File: config.mk
export PLATFORM = sky130hd
export DESIGN_NAME = dtw_frame_sched
export DESIGN_NICKNAME = d
export VERILOG_FILES = /design/src/rtl/dtw_pkg.sv /design/src/rtl/sat_counter.sv /design/src/rtl/dtw_frame_sched.sv
export SDC_FILE = /design/constraint.sdc
export NUM_CORES = 1
export LEC_CHECK = 0
export BUFFER_PORTS_ARGS = -buffer_cell sky130_fd_sc_hd__buf_2
export CELL_PAD_IN_SITES_DETAIL_PLACEMENT = 2
export CELL_PAD_IN_SITES_GLOBAL_PLACEMENT = 2
export CORE_ASPECT_RATIO = 0.9
export CORE_MARGIN = 2
export CORE_UTILIZATION = 38
export CTS_BUF_LIST = sky130_fd_sc_hd__clkbuf_16
export CTS_CLUSTER_SIZE = 14
export DETAILED_ROUTE_END_ITERATION = 7
export PLACE_DENSITY = 0.89
export SYNTH_ARGS = -nofsm -noshare
export SYNTH_HDL_FRONTEND = slang
export SYNTH_SLANG_ARGS = --single-unit
File: constraint.sdc
create_clock -name clk -period 4 [get_ports clk]
set_clock_uncertainty 0.2 [all_clocks]
set_input_delay 0.8 -clock clk [delete_from_list [all_inputs] [get_ports clk]]
set_output_delay 0.8 -clock clk [all_outputs]
set_load 0.01 [all_outputs]
File: src/rtl/dtw_pkg.sv
// dtw_pkg: shared types and helpers for the DTW frame scheduler slice.
// Latency: n/a (declarations only).
// Backpressure: n/a.
// Contents: scheduler state enum, default bus widths, saturating increment.
package dtw_pkg;

    localparam int UW_DEF = 7;
    localparam int CW_DEF = 16;

    typedef enum logic [1:0] {
        IDLE  = 2'd0,
        LATCH = 2'd1,
        RUN   = 2'd2,
        HOLD  = 2'd3
    } state_t;

    // Increment that sticks at the all-ones value of a 'width'-bit counter.
    // Works on a 64-bit carrier so one function serves any counter width.
    function automatic logic [63:0] sat_inc(input logic [63:0] val, input int width);
        logic [63:0] max_v;
        max_v = (64'd1 << width) - 64'd1;
        return (val >= max_v) ? val : val + 64'd1;
    endfunction

endpackage

File: src/rtl/sat_counter.sv
// sat_counter: event counter that saturates at all-ones instead of wrapping.
// Latency: count reflects an inc pulse one cycle later.
// Backpressure: none; one increment per cycle with inc high.
// Ports: clk, rst_geral (async, active high), inc (count request), cnt (value).
module sat_counter
    import dtw_pkg::*;
#(
    parameter int W = CW_DEF
) (
    input  logic         clk,
    input  logic         rst_geral,
    input  logic         inc,
    output logic [W-1:0] cnt
);

    logic [W-1:0] cnt_q;
    logic [W-1:0] cnt_d;

    always_comb begin
        cnt_d = cnt_q;
        if (inc) begin
            cnt_d = W'(sat_inc(64'(cnt_q), W));
        end
    end

    always_ff @(posedge clk or posedge rst_geral) begin
        if (rst_geral) begin
            cnt_q <= '0;
        end else begin
            cnt_q <= cnt_d;
        end
    end

    assign cnt = cnt_q;

endmodule

File: src/rtl/dtw_frame_sched.sv
// dtw_frame_sched: on a zero-cross edge freezes the FIFO fill as one DTW frame,
// releases the DTW processor from reset and lets exactly that many reads through.
// Latency: event -> LATCH -> RUN, one cycle each; fifo_rdreq is combinational
// from proc_rdreq. Backpressure: reads stall on fifo_empty; events while busy
// are dropped and counted.
// Ports: flag_zc/fifo_* /proc_rdreq/proc_done/clr_err in; fifo_rdreq, proc_rst,
// win_len (frame length - 1), busy, frame_cnt, drop_cnt, err_overflow, err_timeout out.
module dtw_frame_sched
    import dtw_pkg::*;
#(
    parameter int UW       = UW_DEF,
    parameter int MIN_LEN  = 4,
    parameter int TIMEOUT  = 4096,
    parameter int HOLD_CYC = 2,
    parameter int CW       = CW_DEF
) (
    input  logic          clk,
    input  logic          rst_geral,
    input  logic          flag_zc,
    input  logic [UW-1:0] fifo_usedw,
    input  logic          fifo_empty,
    input  logic          fifo_full,
    input  logic          proc_rdreq,
    input  logic          proc_done,
    input  logic          clr_err,
    output logic          fifo_rdreq,
    output logic          proc_rst,
    output logic [UW-1:0] win_len,
    output logic          busy,
    output logic [CW-1:0] frame_cnt,
    output logic [CW-1:0] drop_cnt,
    output logic          err_overflow,
    output logic          err_timeout
);

    localparam int TW = $clog2(TIMEOUT + 1);
    localparam int HW = $clog2(HOLD_CYC + 1);
    // A frame of zero samples would make usedw-1 wrap; never accept one.
    localparam int MIN_EFF = (MIN_LEN < 1) ? 1 : MIN_LEN;

    state_t        state_q, state_d;
    logic          flag_zc_q;
    logic [UW-1:0] win_len_q, win_len_d;
    // One bit wider than win_len so it can reach win_len+1 and stop there.
    logic [UW:0]   rd_cnt_q, rd_cnt_d;
    logic [TW-1:0] tmo_cnt_q, tmo_cnt_d;
    logic [HW-1:0] hold_cnt_q, hold_cnt_d;
    logic          err_ovf_q, err_ovf_d;
    logic          err_tmo_q, err_tmo_d;

    logic          zc_evt;
    logic          len_ok;
    logic          rd_grant;
    logic          tmo_hit;
    logic          tmo_set;
    logic          frame_inc;
    logic          drop_inc;

    assign zc_evt   = flag_zc & ~flag_zc_q;
    assign len_ok   = (fifo_usedw >= UW'(MIN_EFF));
    assign tmo_hit  = (tmo_cnt_q == TW'(TIMEOUT - 1));
    // Depends only on state_q and inputs, so it falls with async reset.
    assign rd_grant = (state_q == RUN) & proc_rdreq & ~fifo_empty
                    & (rd_cnt_q <= {1'b0, win_len_q});

    always_comb begin
        state_d    = state_q;
        win_len_d  = win_len_q;
        rd_cnt_d   = rd_cnt_q;
        tmo_cnt_d  = tmo_cnt_q;
        hold_cnt_d = hold_cnt_q;
        tmo_set    = 1'b0;
        frame_inc  = 1'b0;
        drop_inc   = 1'b0;
        proc_rst   = 1'b1;
        busy       = 1'b1;

        case (state_q)
            IDLE: begin
                busy = 1'b0;
                if (zc_evt) begin
                    if (len_ok) begin
                        state_d = LATCH;
                    end else begin
                        drop_inc = 1'b1;
                    end
                end
            end
            LATCH: begin
                win_len_d = fifo_usedw - UW'(1);
                rd_cnt_d  = '0;
                tmo_cnt_d = '0;
                state_d   = RUN;
            end
            RUN: begin
                proc_rst  = 1'b0;
                tmo_cnt_d = tmo_cnt_q + TW'(1);
                if (rd_grant) begin
                    rd_cnt_d = rd_cnt_q + (UW+1)'(1);
                end
                // A result arriving on the timeout cycle still counts as a frame.
                if (proc_done) begin
                    frame_inc  = 1'b1;
                    hold_cnt_d = '0;
                    state_d    = HOLD;
                end else if (tmo_hit) begin
                    tmo_set    = 1'b1;
                    hold_cnt_d = '0;
                    state_d    = HOLD;
                end
            end
            HOLD: begin
                if (hold_cnt_q == HW'(HOLD_CYC - 1)) begin
                    state_d = IDLE;
                end else begin
                    hold_cnt_d = hold_cnt_q + HW'(1);
                end
            end
            default: begin
                state_d = IDLE;
            end
        endcase

        // Events are never queued: anything arriving outside IDLE is lost.
        if (zc_evt && (state_q != IDLE)) begin
            drop_inc = 1'b1;
        end
    end

    // Set beats clear when both happen in the same cycle.
    always_comb begin
        err_ovf_d = err_ovf_q;
        err_tmo_d = err_tmo_q;
        if (clr_err) begin
            err_ovf_d = 1'b0;
            err_tmo_d = 1'b0;
        end
        if (fifo_full && (state_q != RUN)) begin
            err_ovf_d = 1'b1;
        end
        if (tmo_set) begin
            err_tmo_d = 1'b1;
        end
    end

    always_ff @(posedge clk or posedge rst_geral) begin
        if (rst_geral) begin
            state_q    <= IDLE;
            flag_zc_q  <= 1'b0;
            win_len_q  <= '0;
            rd_cnt_q   <= '0;
            tmo_cnt_q  <= '0;
            hold_cnt_q <= '0;
            err_ovf_q  <= 1'b0;
            err_tmo_q  <= 1'b0;
        end else begin
            state_q    <= state_d;
            flag_zc_q  <= flag_zc;
            win_len_q  <= win_len_d;
            rd_cnt_q   <= rd_cnt_d;
            tmo_cnt_q  <= tmo_cnt_d;
            hold_cnt_q <= hold_cnt_d;
            err_ovf_q  <= err_ovf_d;
            err_tmo_q  <= err_tmo_d;
        end
    end

    sat_counter #(.W(CW)) u_frame_cnt (
        .clk       (clk),
        .rst_geral (rst_geral),
        .inc       (frame_inc),
        .cnt       (frame_cnt)
    );

    sat_counter #(.W(CW)) u_drop_cnt (
        .clk       (clk),
        .rst_geral (rst_geral),
        .inc       (drop_inc),
        .cnt       (drop_cnt)
    );

    assign fifo_rdreq   = rd_grant;
    assign win_len      = win_len_q;
    assign err_overflow = err_ovf_q;
    assign err_timeout  = err_tmo_q;

endmodule

==> run summary <==
status -> finished clean
Pwr Density -> 620 mW/mm²
Final Hold Fails -> 0
Pwr Total -> 2.66 mW
post-route ant nets -> 0
most frequent cell after synthesis -> dfrtp_1
Fill cells -> 977
Routed Wire Length -> 10.8 mm
hpwl dp -> 7.12 mm
Most used DFF post-synth -> dfrtp_1
largest net degree at the start of global routing -> 68
quantity of hold-fixing buffers added after cts -> 0
die height -> 95.8 µm
Clock transition at path regs -> 50 ps
fin. max-slew vios -> 0
via count of the routed design -> 2995
Critical Path End -> fifo_rdreq
Setup WS pre-CTS -> 993 ps
Max clock buf depth -> 2
Reg2Reg Launch Point -> state_q[0]
CP arrival -> 2460 ps
RSZ-0062 raised after global routing -> false
sequential area share after synthesis -> 0.472
critical path class -> reg -> out
drt via density -> 5.40
number of inserted diodes -> 0
Setup TNS Final -> 0 ps
Post-synth EDFFs -> 0
crit path time final -> 3460 ps
# IOs -> 59
crit start category -> flip-flop
Final WS setup -> 539 ps
initial antenna violation count -> 0
root buffer cell -> clkbuf_16
CP Max Fanout -> 9
Area contributors post-synth -> dfrtp_1 47%, ha_1 6.3%, xor2_1 5.7%, nand2_1 4.2%, nor2_1 3.6%
Syn-to-layout area delta -> 20.8%
CTS resizes -> 0
Die Footprint -> 0.0101 mm²
# port buffers -> 58
clock sinks -> 67
multi-input logic area -> 0.00174 mm²
CTS tree -> done
# DRC -> 0
register area -> 0.00168 mm²
post-route clock period utilization -> 0.865
asr flop ratio synth -> 1.00
TritonCTS Buffers -> 9
Fmax -> 0.289 GHz
worst hold slack -> 294 ps
leak pwr -> 2.10 nW
synth cell count leaders -> 67 x dfrtp_1, 40 x nand2_1, 34 x nor2_1, 28 x inv_1, 23 x xor2_1
area leader, netlist -> dfrtp_1
Mapped Cells -> 366
row cnt -> 33
WL/cell -> 19.5 µm
Hold Path Class -> reg -> reg
syn_area_per_cell -> 9.71 µm²
setup violators final -> 0
Initial DRC Count -> 98
syn nets -> 399
max cap viols -> 0
grt ovf -> 0
synthesized area -> 0.00355 mm²
vias in the first global route -> 3419
Die X -> 106 µm
R2R Setup Slk -> 1280 ps
aggregate global-route resource usage -> 0.229
total core area -> 0.00908 mm²
FF+latch count, synth -> 67
Crit Reg-Reg Endpoint -> u_frame_cnt.cnt[13]
relative slew slack -> 0.412
post-CTS setup buffers -> 0
Max VDD drop -> 0.000262 V
latest clock arrival within the worst-skew pair -> 330 ps
FF-to-FF path depth -> 8
share of the synthesized area in the top cell type -> 0.472
Unique masters post-synth -> 46
Final #Nets -> 461
CTS H-Tree Depth -> 3
crit path from -> rd_cnt_q[4]
CP endpoint kind -> output pin
first-pass GRT wire length -> 18.0 mm
GPL Wtd Cong -> 0.813
Starting Density -> 0.391
worst-margin pin slew -> 882 ps
Synthesis Warnings -> 0
ratio of cells with drive above 1 in the final layout -> 0.208
Crit path required time -> 3000 ps
TritonRoute pass-1 iters -> 4
[cell families after synthesis]
kind of cell               Yosys count  synth area share
AOI/OAI and AO/OA                   55             0.102
xor gates and xnor gates            36            0.0887
adders and majority gates           18            0.0634
buffers and inverters               37            0.0394
DFF                                 67             0.472
muxes                                8            0.0243
and+or+nand+nor                    145             0.210
[state kept, by name (all words and copies together) (netlist names), 2 cells and up]
register         count
hold_cnt_q           2
rd_cnt_q             8
state_q              2
tmo_cnt_q           13
u_drop_cnt.cnt      16
u_frame_cnt.cnt     16
win_len              7
[metal layers]
| metal | routed length (µm) | track usage | part of all wire | up-vias |
|---|---|---|---|---|
| met5 | 0 | 0 | 0 | - |
| met4 | 167 | 0.0768 | 0.015 | 0 |
| met3 | 249 | 0.0413 | 0.023 | 20 |
| met2 | 5750 | 0.428 | 0.53 | 43 |
| met1 | 4630 | 0.269 | 0.43 | 1545 |
| li1 | - | - | - | 1387 |
[stage by stage]
step / util / cells / cell area [µm²]
2_1_floorplan: - / 366 / 3550
3_3_place_gp: 0.438 / 539 / 3980
3_5_place_dp: 0.438 / 539 / 3980
4_1_cts: 0.473 / 555 / 4300
5_1_grt: 0.473 / 555 / 4300
6_report: 0.473 / 555 / 4300
[power breakdown]
group          switching [mW]  internal (mW)  total, mW
clock                   0.312          0.543      0.855
sequential              0.157          0.807      0.964
combinational           0.528          0.316      0.844
[worst min-delay path by stage]
| stage | startpoint | endpoint | slack [ps] | depth (start not counted) |
|---|---|---|---|---|
| 4_1_cts | hold_cnt_q[0] | hold_cnt_q[0] | 300 | 1 |
| 3_5_place_dp | hold_cnt_q[0] | hold_cnt_q[0] | 290 | 1 |
| 3_3_place_gp | u_drop_cnt.cnt[7] | u_drop_cnt.cnt[7] | 270 | 1 |
| 6_report | u_frame_cnt.cnt[6] | u_frame_cnt.cnt[6] | 290 | 1 |
| 5_1_grt | hold_cnt_q[0] | hold_cnt_q[0] | 340 | 1 |
| 2_1_floorplan | rd_cnt_q[7] | rd_cnt_q[7] | 260 | 2 |
[cells in the final DEF, fill, tap and decap left out, types with 3 or more instances in the layout]
cell type and count:
xor2_1 23, inv_1 27, a31oi_1 4, mux2i_1 3, and4_1 6, nor3b_1 3, dfrtp_1 67, clkbuf_16 9
or3_1 5, a21oi_1 13, ha_1 18, nor2_1 34, buf_2 58, a211oi_1 5, and3_1 7, nand4_1 4
nand2_1 40, o21ai_0 13, nand3_1 16, nor3_1 12, o31ai_1 4, nor2b_1 3, xnor2_1 13, mux2_2 5
and2_1 3
[cell type report]
class / instances / area share
clock buffer: 9 / 0.0524
clock inverter: 7 / 0.0216
timing repair buffer: 60 / 0.0711
tap: 122 / 0.0355
inverter: 28 / 0.0245
sequential: 67 / 0.390
multi-input combinational: 262 / 0.405
[critical path: stages (launching register included)]
cell      delay [ps]
dfrtp_1          460
ha_1             320
nand4b_1         160
nor2_1           100
a211oi_1         530
or2_2            360
inv_1             60
buf_2            140
(Power assumes the default switching activity.)
